File: config.mk
export PLATFORM = sky130hd
export DESIGN_NAME = mem_block_mover_flat
export DESIGN_NICKNAME = d
export VERILOG_FILES = /design/src/rtl/mem_block_mover_if.sv /design/src/rtl/mem_block_mover.sv /design/src/flat_wrapper.sv
export SDC_FILE = /design/constraint.sdc
export NUM_CORES = 1
export LEC_CHECK = 0
export BUFFER_PORTS_ARGS = -buffer_cell sky130_fd_sc_hd__clkbuf_2
export CAP_MARGIN = 20
export CORE_ASPECT_RATIO = 2
export CORE_MARGIN = 10
export CORE_UTILIZATION = 47
export DETAILED_ROUTE_END_ITERATION = 10
export HOLD_SLACK_MARGIN = 0.08
export PLACE_DENSITY_LB_ADDON = 0.3
export SLEW_MARGIN = 10
export SYNTH_ARGS = -nofsm -noshare
export SYNTH_HDL_FRONTEND = slang
export SYNTH_SLANG_ARGS = --single-unit
File: constraint.sdc
create_clock -name clk -period 6.7 [get_ports clk]
set_clock_uncertainty 0.05 [all_clocks]
set_input_delay 0.335 -clock clk [delete_from_list [all_inputs] [get_ports clk]]
set_output_delay 0.335 -clock clk [all_outputs]
set_load 0.05 [all_outputs]
File: src/rtl/mem_block_mover_if.sv
// mem_block_mover_if: command, status and RAM-port bundle between a controller and mem_block_mover
// Ports/signals:
//   command (controller -> mover): start, abort, src_addr, dst_addr, count
//   status  (mover -> controller): busy, done
//   RAM read port : ram_addr_r (mover -> RAM), ram_data_out (RAM -> mover, 1-cycle registered)
//   RAM write port: ram_addr_w, ram_data_in, ram_we (mover -> RAM)
//   fill_mode, fill_data (controller -> mover): only when MEM_MOVER_FILL_EN is defined
// Modports: master = controller/RAM side, slave = the mover engine.
interface mem_block_mover_if #(
    parameter int DATA_WIDTH = 8,
    parameter int ADDR_WIDTH = 12
);
    logic                  start;
    logic                  abort;
    logic [ADDR_WIDTH-1:0] src_addr;
    logic [ADDR_WIDTH-1:0] dst_addr;
    logic [ADDR_WIDTH:0]   count;
    logic                  busy;
    logic                  done;
    logic [ADDR_WIDTH-1:0] ram_addr_r;
    logic [DATA_WIDTH-1:0] ram_data_out;
    logic [ADDR_WIDTH-1:0] ram_addr_w;
    logic [DATA_WIDTH-1:0] ram_data_in;
    logic                  ram_we;
`ifdef MEM_MOVER_FILL_EN
    logic                  fill_mode;
    logic [DATA_WIDTH-1:0] fill_data;
    modport master (
        output start, abort, src_addr, dst_addr, count, ram_data_out, fill_mode, fill_data,
        input  busy, done, ram_addr_r, ram_addr_w, ram_data_in, ram_we
    );
    modport slave (
        input  start, abort, src_addr, dst_addr, count, ram_data_out, fill_mode, fill_data,
        output busy, done, ram_addr_r, ram_addr_w, ram_data_in, ram_we
    );
`else
    modport master (
        output start, abort, src_addr, dst_addr, count, ram_data_out,
        input  busy, done, ram_addr_r, ram_addr_w, ram_data_in, ram_we
    );
    modport slave (
        input  start, abort, src_addr, dst_addr, count, ram_data_out,
        output busy, done, ram_addr_r, ram_addr_w, ram_data_in, ram_we
    );
`endif
endinterface

File: src/rtl/mem_block_mover.sv
// mem_block_mover: copies count words from src_addr to dst_addr through a simple dual-port block RAM
// Ports:
//   clk   : rising-edge clock
//   reset : asynchronous active-high reset, all outputs and counters to 0
//   bus   : mem_block_mover_if.slave (command/status handshake plus RAM read and write ports)
// Optional feature: define MEM_MOVER_FILL_EN to add fill_mode/fill_data, which write a constant
// word instead of the read data while keeping the copy-mode address sequence and timing.
module mem_block_mover #(
    parameter int DATA_WIDTH = 8,
    parameter int ADDR_WIDTH = 12
) (
    input  logic             clk,
    input  logic             reset,
    mem_block_mover_if.slave bus
);
    typedef enum logic [1:0] {IDLE, RUN, DRAIN} state_t;

    state_t                r_state;
    logic [ADDR_WIDTH:0]   r_left;
    logic [ADDR_WIDTH-1:0] r_addr_r;
    logic [ADDR_WIDTH-1:0] r_addr_w;
    logic [ADDR_WIDTH-1:0] r_wptr;
    logic [DATA_WIDTH-1:0] r_data_in;
    logic [DATA_WIDTH-1:0] w_wdata;
    logic                  r_drain;
    logic                  r_v1;
    logic                  r_v2;
    logic                  r_busy;
    logic                  r_done;
    logic                  r_we;

`ifdef MEM_MOVER_FILL_EN
    logic                  r_fill_mode;
    logic [DATA_WIDTH-1:0] r_fill_data;
    assign w_wdata = r_fill_mode ? r_fill_data : bus.ram_data_out;
`else
    assign w_wdata = bus.ram_data_out;
`endif

    // r_v1: ram_addr_r carries a valid read this cycle; r_v2: ram_data_out carries that word.
    // r_left counts reads still to issue after the one launched on the accept edge.
    always_ff @(posedge clk or posedge reset) begin
        if (reset) begin
            r_state   <= IDLE;
            r_left    <= '0;
            r_addr_r  <= '0;
            r_addr_w  <= '0;
            r_wptr    <= '0;
            r_data_in <= '0;
            r_drain   <= 1'b0;
            r_v1      <= 1'b0;
            r_v2      <= 1'b0;
            r_busy    <= 1'b0;
            r_done    <= 1'b0;
            r_we      <= 1'b0;
`ifdef MEM_MOVER_FILL_EN
            r_fill_mode <= 1'b0;
            r_fill_data <= '0;
`endif
        end else begin
            r_done <= 1'b0;
            r_v2   <= r_v1;
            r_we   <= r_v2;
            if (r_v2) begin
                r_addr_w  <= r_wptr;
                r_data_in <= w_wdata;
                r_wptr    <= r_wptr + 1'b1;
            end
            if (r_state == IDLE) begin
                if (bus.start && bus.count == '0) begin
                    r_done <= 1'b1;
                end else if (bus.start) begin
                    r_state  <= RUN;
                    r_busy   <= 1'b1;
                    r_addr_r <= bus.src_addr;
                    r_wptr   <= bus.dst_addr;
                    r_left   <= bus.count - 1'b1;
                    r_v1     <= 1'b1;
`ifdef MEM_MOVER_FILL_EN
                    r_fill_mode <= bus.fill_mode;
                    r_fill_data <= bus.fill_data;
`endif
                end
            end else if (bus.abort) begin
                // in-flight words are dropped by clearing the whole valid pipeline
                r_state <= IDLE;
                r_busy  <= 1'b0;
                r_done  <= 1'b1;
                r_drain <= 1'b0;
                r_v1    <= 1'b0;
                r_v2    <= 1'b0;
                r_we    <= 1'b0;
            end else if (r_state == RUN) begin
                if (r_left != '0) begin
                    r_addr_r <= r_addr_r + 1'b1;
                    r_left   <= r_left - 1'b1;
                end else begin
                    r_state <= DRAIN;
                    r_v1    <= 1'b0;
                    r_drain <= 1'b0;
                end
            end else if (r_drain) begin
                r_state <= IDLE;
                r_busy  <= 1'b0;
                r_done  <= 1'b1;
                r_drain <= 1'b0;
            end else begin
                r_drain <= 1'b1;
            end
        end
    end

    assign bus.busy        = r_busy;
    assign bus.done        = r_done;
    assign bus.ram_addr_r  = r_addr_r;
    assign bus.ram_addr_w  = r_addr_w;
    assign bus.ram_data_in = r_data_in;
    assign bus.ram_we      = r_we;
endmodule

File: src/flat_wrapper.sv
// flat-port wrapper written by rule: the top's interface ports become plain ports
module mem_block_mover_flat 
#(
    parameter int DATA_WIDTH = 8,
    parameter int ADDR_WIDTH = 12
)
  (clk, reset, bus_start, bus_abort, bus_src_addr, bus_dst_addr, bus_count, bus_ram_data_out, bus_busy, bus_done, bus_ram_addr_r, bus_ram_addr_w, bus_ram_data_in, bus_ram_we);
  mem_block_mover_if #(.DATA_WIDTH(DATA_WIDTH), .ADDR_WIDTH(ADDR_WIDTH)) bus_i ();
  input  logic clk;
  input  logic reset;
  input wire logic [$bits(bus_i.start)-1:0] bus_start;
  input wire logic [$bits(bus_i.abort)-1:0] bus_abort;
  input wire logic [$bits(bus_i.src_addr)-1:0] bus_src_addr;
  input wire logic [$bits(bus_i.dst_addr)-1:0] bus_dst_addr;
  input wire logic [$bits(bus_i.count)-1:0] bus_count;
  input wire logic [$bits(bus_i.ram_data_out)-1:0] bus_ram_data_out;
  output wire logic [$bits(bus_i.busy)-1:0] bus_busy;
  output wire logic [$bits(bus_i.done)-1:0] bus_done;
  output wire logic [$bits(bus_i.ram_addr_r)-1:0] bus_ram_addr_r;
  output wire logic [$bits(bus_i.ram_addr_w)-1:0] bus_ram_addr_w;
  output wire logic [$bits(bus_i.ram_data_in)-1:0] bus_ram_data_in;
  output wire logic [$bits(bus_i.ram_we)-1:0] bus_ram_we;
  assign bus_i.start = bus_start;
  assign bus_i.abort = bus_abort;
  assign bus_i.src_addr = bus_src_addr;
  assign bus_i.dst_addr = bus_dst_addr;
  assign bus_i.count = bus_count;
  assign bus_i.ram_data_out = bus_ram_data_out;
  assign bus_busy = bus_i.busy;
  assign bus_done = bus_i.done;
  assign bus_ram_addr_r = bus_i.ram_addr_r;
  assign bus_ram_addr_w = bus_i.ram_addr_w;
  assign bus_ram_data_in = bus_i.ram_data_in;
  assign bus_ram_we = bus_i.ram_we;
  mem_block_mover #(.DATA_WIDTH(DATA_WIDTH), .ADDR_WIDTH(ADDR_WIDTH)) u_core (.clk(clk), .reset(reset), .bus(bus_i));
endmodule
==> flow_summary.ini, run 1 <==
[status]
outcome = finished clean

[drt]
drt_first_pass_iters = 5
drtIter0Drc = 111
wl_um = 9668
drc = 0
viasPerCell = 5.897
num_vias = 3249
routedWlPerCell_um = 17.55
ant_nets = 0

[synthesis]
yosys_warnings = 0
seq_area_frac_synth_pct = 45.57
synthArstFlopShare_pct = 100.0
postSynthAreaPerCell_um2 = 9.419
netlist_area_um2 = 3570
synth_cell_types = 53
syn_inst = 379
synth_edf_count = 0
synth_ff_type = dfrtp_1
ys_seq_elements = 65
synth_fp_nets = 431

[global_routing]
grt_remaining_overflow = 0
grt_use_total_pct = 16.78
grt_first_pass_wirelength_um = 15380
grt_max_degree = 66
antenna_found_initial = 0
grt_pass1_vias = 3244

[worst_setup_path]
slowest_delay_ns = 0.51
crit_required_ns = 6.90
critical_path_peak_fanout = 47
critPathBufInv = 1
arrival_ns = 3.18
path_cells = nor2_2, buf_4, mux2i_1, ha_1, and4_1, a211oi_1, a311o_1, a21oi_1
path_delay_family = simple AND/OR/NAND/NOR gates
cp-start-kind = flip-flop
cp_slowest_cell = dfrtp_1
criticalPathCategory = reg2reg
end_kind = flip-flop

[job]
drv_cap = 0

[timing]
rsz0062_at_grt = false
finalSetupViolations = 0
setup_tns_ns = 0
tightest_slew_ns = 0.9459
min_period_ns = 2.973
slew_violations = 0
fmax_mhz = 336.3
fin_ws_ns = 3.727
period_share_pct = 44.38
slew_headroom_pct = 36.76
finalHoldViolations = 0

[place]
io_buffer_count = 83
place.gp.congestion = 0.8480
place_hpwl_um = 7127
placed_cell_area_um2 = 4019
dp_slack_ns = 3.801
dp_cells = 535

[cells_and_area]
final_core_util_pct = 59.89
layout.nets = 506
final_cell_mix = clkbuf_2 (83), dfrtp_1 (65), nor2_1 (41), a21oi_1 (33), nand2_1 (33)
final_cells = 551
fin_area_um2 = 4385
antennaDiodeCount = 0
area_growth_pct = 22.85
final_common_cell = clkbuf_2
drive_above_1_share_pct = 29.19
fillers = 651

[floorplan]
die_area_um2 = 11690
dieWidth_um = 81.63
rows = 44
initial_core_util_pct = 48.75
chipHeight_um = 143.3
pin_count = 84
core_um2 = 7322

[clocking]
ctsHoldBuffers = 0
cts.clk_slew.worst_paths_ns = 0.06
h-tree-depth = 3
clk_latency_ns = 0.33
root_buffer = clkbuf_16
postCtsSetupBuffers = 0
cts_buffer_depth = 2
cts-buffers-inserted = 9
cts_tree = done
clock-sinks = 65
cts.repair.resized = 0

[pwr]
p_leak_nw = 1.937
power_density_nw_per_um2 = 468.8
vdd_ir_drop_max_mv = 0.2075

[min_path]
hp-class = in2async
-- power breakdown --
part	leakage [nW]	switching [mW]	internal (mW)
sequential	0.755	0.138	0.539
combinational	1.01	0.548	0.252
clock	0.176	0.177	0.401
-- logic make-up (layout without fill, tap and decap cells) --
logic type / Yosys count / after routing / share of synthesized area (%)
xor+xnor: 11 / 11 / 2.699
flops: 65 / 65 / 45.57
simple gates: 134 / 134 / 18.61
compound gates: 109 / 109 / 19.45
buf+inv: 28 / 108 / 3.715
mux: 29 / 29 / 8.903
fa+ha+maj: 3 / 3 / 1.052
-- state kept, by name, indices dropped and copies added, names as in the netlist --
register / cells
u_core.bus.ram_addr_w: 12
u_core.r_wptr: 12
u_core.bus.ram_we: 1
u_core.bus.ram_addr_r: 12
u_core.r_left: 13
u_core.r_state: 2
u_core.bus.done: 1
u_core.r_v2: 1
u_core.bus.busy: 1
u_core.bus.ram_data_in: 8
u_core.r_v1: 1
u_core.r_drain: 1
-- metrics by stage --
stage / power [mW] / hold slack [ns]
CTS: 2.075 / 0.1751
global placement: 1.464 / 0.4322
floorplan: 1.281 / 0.3514
detailed placement: 1.490 / 0.4359
finish: 2.056 / 0.1724
global route: 2.167 / 0.1867
-- worst register-to-register path, delay by kind of cell, from the launching register on --
kind            cells  cell delay [ns]
mux                 1             0.31
flops               1             0.51
simple gates        2             0.66
fa+ha+maj           1             0.33
buf+inv             1             0.43
compound gates      3             0.61
-- area by class of cell --
| class | count | area, µm² | area share (%) |
|---|---|---|---|
| Clock buffer | 9 | 225.2 | 5.136 |
| Clock inverter | 7 | 141.4 | 3.224 |
| Inverter | 5 | 18.77 | 0.4280 |
| Multi-Input combinational cell | 286 | 1813 | 41.34 |
| Sequential cell | 65 | 1627 | 37.09 |
| Tap cell | 92 | 115.1 | 2.625 |
| Timing Repair Buffer | 87 | 445.4 | 10.16 |
-- synthesized netlist by cell type (6+ instances only) --
cell / instances / area share, %
a21oi_1: 33 / 4.6
mux2i_1: 7 / 2.0
xor2_1: 8 / 2.0
o21ai_0: 25 / 3.5
mux2_2: 22 / 6.9
nor2_1: 42 / 4.4
a31oi_1: 10 / 1.8
buf_2: 7 / 0.98
nor3_1: 7 / 0.98
nand2_1: 33 / 3.5
nor3b_1: 6 / 1.3
nand3_1: 15 / 2.1
clkbuf_1: 10 / 1.1
and3_1: 7 / 1.2
dfrtp_1: 65 / 46
-- final timing paths --
kind,start,end,slack [ns],cells past startpoint
worst max-delay path,u_core.r_state[1],u_core.r_left[10],3.73,8
worst min-delay path,reset,u_core.bus.ram_addr_r[1],0.17,3
worst max register to register,u_core.r_state[1],u_core.r_left[10],3.73,8
worst min register to register,u_core.r_v1,u_core.r_v1,0.45,2
max in group asynchronous,reset,u_core.bus.ram_data_in[3],5.88,3
min in group clk,bus_ram_data_out[1],u_core.bus.ram_data_in[1],0.19,2
-- per-layer routing --
layer | vias to the layer above | wire length (µm) | GRT usage, %
li1 | 1546 | - | -
met1 | 1547 | 3394 | 17.12
met2 | 119 | 5111 | 28.61
met3 | 37 | 652 | 4.088
met4 | 0 | 511 | 11.89
met5 | - | 0 | 0
Note: power is estimated with default switching activity, not from simulation.
==> run 2, diff against run 1 <==
==> constraint.sdc (replaced) <==
create_clock -name clk -period 3.1 [get_ports clk]
set_clock_uncertainty 0.05 [all_clocks]
set_input_delay 0.155 -clock clk [delete_from_list [all_inputs] [get_ports clk]]
set_output_delay 0.155 -clock clk [all_outputs]
set_load 0.05 [all_outputs]
==> flow_summary.ini, run 2 (synthesis gave the netlist of run 1 again) <==
[status]
outcome = finished clean

[timing]
finalHoldViolations = 0
slew_headroom_pct = 57.73
fmax_mhz = 380.3
fin_hold_ws_ns = 0.09015
period_share_pct = 84.81
tightest_slew_ns = 0.6292
setup_tns_ns = 0
rsz0062_at_grt = false
slew_violations = 0
min_period_ns = 2.629
finalSetupViolations = 0
fin_ws_ns = 0.4708

[worst_setup_path]
path_cells = nor2_2, buf_4, o31ai_1, and4_1, mux2_2, o21ai_0, o21ai_0
path_delay_family = compound AO/OA/AOI/OAI gates
startpoint = u_core.r_state[1]
cp_slowest_cell = dfrtp_1
cp-start-kind = flip-flop
reg2reg_from = u_core.r_state[1]
crit_path_frequent_cell = o21ai_0
criticalPathCategory = reg2reg
crit_required_ns = 3.25
critical_path_peak_fanout = 18
end_kind = flip-flop
arrival_ns = 2.78
critical_path_depth = 7
reg2reg_depth = 7
critPathBufInv = 1
slowest_delay_ns = 0.57

[cells_and_area]
fin_area_um2 = 4636
regMostFlops = u_core.r_left
final_common_cell = clkbuf_2
area_growth_pct = 29.86
layout.nets = 538
antennaDiodeCount = 0
final_cell_mix = clkbuf_2 (83), dfrtp_1 (65), nor2_1 (41), a21oi_1 (33), nand2_1 (33)
largest_reg_flops = 13
drive_above_1_share_pct = 28.11

[clocking]
cts_buffer_depth = 2
root_buffer = clkbuf_16
ctsHoldBuffers = 26
cts_tree = done
cts-buffers-inserted = 9
h-tree-depth = 3
cts.repair.resized = 0
postCtsSetupBuffers = 0
clock-sinks = 65
cts.clk_slew.worst_paths_ns = 0.05
clk_latency_ns = 0.33

[drt]
viasPerCell = 5.801
routedWlPerCell_um = 17.47
drt_first_pass_iters = 4
drtIter0Drc = 146
ant_nets = 0
num_vias = 3382
wl_um = 10190
drc = 0

[pwr]
vdd_ir_drop_max_mv = 0.4547
p_leak_nw = 2.038
power_density_nw_per_um2 = 920.8

[place]
dp_slack_ns = 0.5230
place.gp.congestion = 0.8740
io_buffer_count = 83
placed_cell_area_um2 = 4056
place_hpwl_um = 7441

[floorplan]
dieWidth_um = 81.63
die_area_um2 = 11690
initial_core_util_pct = 48.75
chipHeight_um = 143.3
core_um2 = 7322
rows = 44
pin_count = 84

[global_routing]
grt_max_degree = 49
grt_first_pass_wirelength_um = 16990
grt_use_total_pct = 18.41
antenna_found_initial = 0
grt_remaining_overflow = 0
grt_pass1_vias = 3521

[job]
drv_cap = 0

[min_path]
holdPathStages = 3
hp-class = in2reg
min_from = bus_src_addr[0]
[run 2: changes by cell type in the layout (fill, tap and decap cells not counted), sizes merged]
cell | previous run | this run
dlygate4sd3 | 0 | 26
buf | 4 | 10
bufinv | 4 | 1
clkbuf | 92 | 95
clkinvlp | 1 | 3
clkinv | 1 | 0
inv | 6 | 5
[run 2: cell type report]
class / count / area, µm²
multi-input cells: 286 / 1813
inverters: 5 / 18.77
clock buffers: 12 / 246.5
well taps: 92 / 115.1
fillers: 619 / 2686
clock inverters: 4 / 52.55
repair buffers: 119 / 763.2
flip-flops and latches: 65 / 1627
[run 2: report_power, final]
group          leakage [nW]  switching (mW)  internal (mW)
clock network         0.135           0.371          0.644
logic                  1.15            1.19          0.581
registers             0.755           0.321           1.16
total                  2.04            1.88           2.39
[run 2: worst min-delay path, delay by kind of cell]
family          cells  cell delay, ns
mux                 1            0.13
buf+inv             1            0.09
compound gates      1            0.05
[run 2: worst paths after layout]
path / slack [ns] / end
setup / recovery: 0.47 / u_core.r_left[7]
hold / removal: 0.09 / u_core.bus.ram_addr_r[0]
setup reg to reg: 0.47 / u_core.r_left[7]
hold reg to reg: 0.45 / u_core.bus.ram_addr_w[1]
max in group asynchronous: 1.85 / u_core.bus.ram_addr_w[3]
min in group asynchronous: 0.36 / u_core.bus.ram_addr_r[4]
[run 2: layer usage]
| layer | global-route usage (%) | routed length [µm] | vias to the layer above |
|---|---|---|---|
| met3 | 5.094 | 571 | 33 |
| met2 | 33.42 | 5664 | 110 |
| li1 | - | - | 1611 |
| met5 | 0 | 0 | - |
| met1 | 18.26 | 3531 | 1628 |
| met4 | 9.009 | 417 | 0 |
[run 2: per-stage QoR]
step                      std cells  util [%]  power, mW
after floorplan                 379         -      2.768
after global placement          540     55.40      3.193
after detailed placement        540     55.40      3.239
after CTS                       582     63.04      4.301
after global routing            583     63.31      4.522
final                           583     63.31      4.269
==> run 3, diff against run 2 <==
--- a/config.mk
+++ b/config.mk
@@ -5,6 +5,7 @@
 export SDC_FILE = /design/constraint.sdc
 export NUM_CORES = 1
 export LEC_CHECK = 0
+export ABC_AREA = 1
 export BUFFER_PORTS_ARGS = -buffer_cell sky130_fd_sc_hd__clkbuf_2
 export CAP_MARGIN = 20
 export CORE_ASPECT_RATIO = 2
==> constraint.sdc (replaced) <==
create_clock -name clk -period 2.3 [get_ports clk]
set_clock_uncertainty 0.05 [all_clocks]
set_input_delay 0.115 -clock clk [delete_from_list [all_inputs] [get_ports clk]]
set_output_delay 0.115 -clock clk [all_outputs]
set_load 0.05 [all_outputs]
==> flow_summary.ini, run 3 <==
[synthesis]
netlist_area_um2 = 3699
yosys_warnings = 0
ys_seq_elements = 65
synth_fa_ha_area_share_pct = 1.015
synth_ff_type = dfrtp_1
synth_cell_types = 33
syn_inst = 523
synth_most_common_cell = nand2_1
synth_top_family_by_area = simple AND/OR/NAND/NOR gates
synthTopCellsByArea = dfrtp_1 (44%), nand2_1 (21%), inv_1 (6.5%), nand3_1 (5.4%), o21ai_0 (4.3%)
synth_mux_area_share_pct = 0.2706
seq_area_frac_synth_pct = 43.98
synth_common_cells = nand2_1 (209), dfrtp_1 (65), inv_1 (64), nand3_1 (40), nor2_1 (34)
postSynthAreaPerCell_um2 = 7.072
synth_xor_area_share_pct = 3.078
synth_edf_count = 0
synthSimpleGateAreaFrac_pct = 35.39
synth_top_cell_area_share_pct = 43.98
yosysTopAreaCell = dfrtp_1
synth_fp_nets = 575
synth-compound-area-share_pct = 6.834
synthArstFlopShare_pct = 100.0

[worst_setup_path]
arrival_ns = 2.06
cp_slowest_cell = dfrtp_1
critical_path_depth = 11
critical_path_peak_fanout = 11
end_kind = flip-flop
criticalPathCategory = reg2reg
crit_path_frequent_cell = nand2_1
crit_required_ns = 2.47
critPathBufInv = 1
reg2reg_from = u_core.r_state[1]
path_cells = nor2_2, buf_4, nand2_1, nand2_1, nand2_1, nor2_4, nand3_1, nand2_1, nand2_1, nand2_1, nand2_1
reg2reg_depth = 11
r2r_slack_ns = 0.41
path_delay_family = simple AND/OR/NAND/NOR gates
reg2reg_to = u_core.r_left[11]
slowest_delay_ns = 0.42
cp-start-kind = flip-flop

[clocking]
clk_latency_ns = 0.33
postCtsSetupBuffers = 0
ctsHoldBuffers = 34
cts_buffer_depth = 2
cts.clk_slew.worst_paths_ns = 0.05
cts-buffers-inserted = 9
root_buffer = clkbuf_16
cts_tree = done
clock-sinks = 65
h-tree-depth = 3
cts.repair.resized = 0

[drt]
routedWlPerCell_um = 14.04
ant_nets = 0
wl_um = 10420
drtIter0Drc = 161
viasPerCell = 4.935
num_vias = 3662
drc = 0
drt_first_pass_iters = 4

[global_routing]
use_met2_pct = 32.12
grt_use_total_pct = 18.09
grt_remaining_overflow = 0
grtUsageMet3_pct = 3.399
busiest_layer = met2
grt_first_pass_wirelength_um = 17330
grt_pass1_vias = 3748
antenna_found_initial = 0
grt_max_degree = 42
met1_usage_pct = 18.86

[place]
io_buffer_count = 83
place_hpwl_um = 7684
placed_cell_area_um2 = 4207
place.gp.congestion = 0.9151

[cells_and_area]
fin_area_um2 = 4873
layout.nets = 695
final_core_util_pct = 63.64
area_growth_pct = 31.77
final_common_cell = nand2_1
regMostFlops = u_core.r_left
antennaDiodeCount = 0
drive_above_1_share_pct = 19.75
largest_reg_flops = 13
final_cell_mix = nand2_1 (209), clkbuf_2 (83), dfrtp_1 (65), inv_1 (63), nand3_1 (40)

[floorplan]
core_um2 = 7657
chipHeight_um = 145.5
rows = 45
pin_count = 84
die_area_um2 = 12030
dieWidth_um = 82.73
initial_core_util_pct = 48.30

[pwr]
p_sw_mw = 4.115
power.share.combinational_pct = 54.8
p_clk_share_pct = 18.0
p_total_mw = 8.075
internal-power_mw = 3.961
p_seq_share_pct = 27.2
vdd_ir_drop_max_mv = 0.8108
power_density_nw_per_um2 = 1657
p_sw_share_pct = 50.96
p_leak_nw = 2.663

[timing]
min_period_ns = 1.888
setup_tns_ns = 0
slew_headroom_pct = 54.29
finalHoldViolations = 0
tightest_slew_ns = 0.6804
rsz0062_at_grt = false
fmax_mhz = 529.6
fin_hold_ws_ns = 0.09670
slew_violations = 0
finalSetupViolations = 0
period_share_pct = 82.10

[status]
outcome = finished clean

[min_path]
hold_end = u_core.bus.ram_addr_r[2]
hp-class = in2reg
min_from = bus_src_addr[2]
holdPathStages = 5

[job]
drv_cap = 0
[run 3: cell count changes in the layout (fill, tap and decap cells not counted), moves of 9 or more]
| cell | previous run | this run |
|---|---|---|
| inv_1 | 4 | 63 |
| a31oi_1 | 10 | 1 |
| nand3_1 | 15 | 40 |
| mux2_2 | 22 | 0 |
| nand2_1 | 33 | 209 |
| a21oi_1 | 33 | 6 |
[run 3: metrics by stage]
stage | instances | setup WS, ns
finish | 742 | 0.4116
global route | 742 | 0.2012
CTS | 742 | 0.4118
detailed placement | 692 | 0.4197
global placement | 692 | 0.4555
floorplan | 523 | 0.4390
[run 3: worst max-delay path by stage]
stage,start,end
global route,u_core.r_state[1],u_core.r_left[12]
CTS,u_core.r_state[1],u_core.r_left[11]
floorplan,u_core.bus.ram_addr_r[0],u_core.bus.ram_addr_r[8]
global placement,u_core.r_state[1],u_core.r_left[11]
detailed placement,u_core.r_state[1],u_core.r_left[11]
finish,u_core.r_state[1],u_core.r_left[11]
[run 3: power by group through the flow]
| stage | combinational (mW) | clock (mW) | sequential [mW] |
|---|---|---|---|
| finish | 4.43 | 1.45 | 2.20 |
| global route | 4.97 | 1.53 | 2.28 |
| CTS | 4.47 | 1.48 | 2.19 |
| detailed placement | 4.41 | 0 | 2.20 |
| global placement | 4.30 | 0 | 2.19 |
| floorplan | 2.43 | 0 | 3.14 |
[run 3: cell families after synthesis]
| kind of cell | count (synthesis) |
|---|---|
| AOI/OAI and AO/OA | 46 |
| DFF | 65 |
| adders and majority gates | 3 |
| muxes | 1 |
| buffers and inverters | 82 |
| and+or+nand+nor | 313 |
| xor gates and xnor gates | 13 |
[run 3: layout make-up]
class                   count  area [µm²]
repair buffers            126       835.8
flip-flops and latches     65        1627
fillers                   692        2784
clock buffers              13       280.3
well taps                  94       117.6
inverters                  65       244.0
multi-input cells         376        1723
clock inverters             3       46.29
[run 3: tightest hold or removal path, stage by stage]
cell      delay (ns)
clkbuf_2        0.08
nand2_1         0.06
o31ai_1         0.06
nand2_1         0.05
o21ai_0         0.07
[run 3: routing by layer]
| layer | wire length [µm] | up-vias |
|---|---|---|
| li1 | - | 1865 |
| met1 | 3835 | 1688 |
| met2 | 5671 | 86 |
| met3 | 577 | 23 |
| met4 | 334 | 0 |
| met5 | 0 | - |
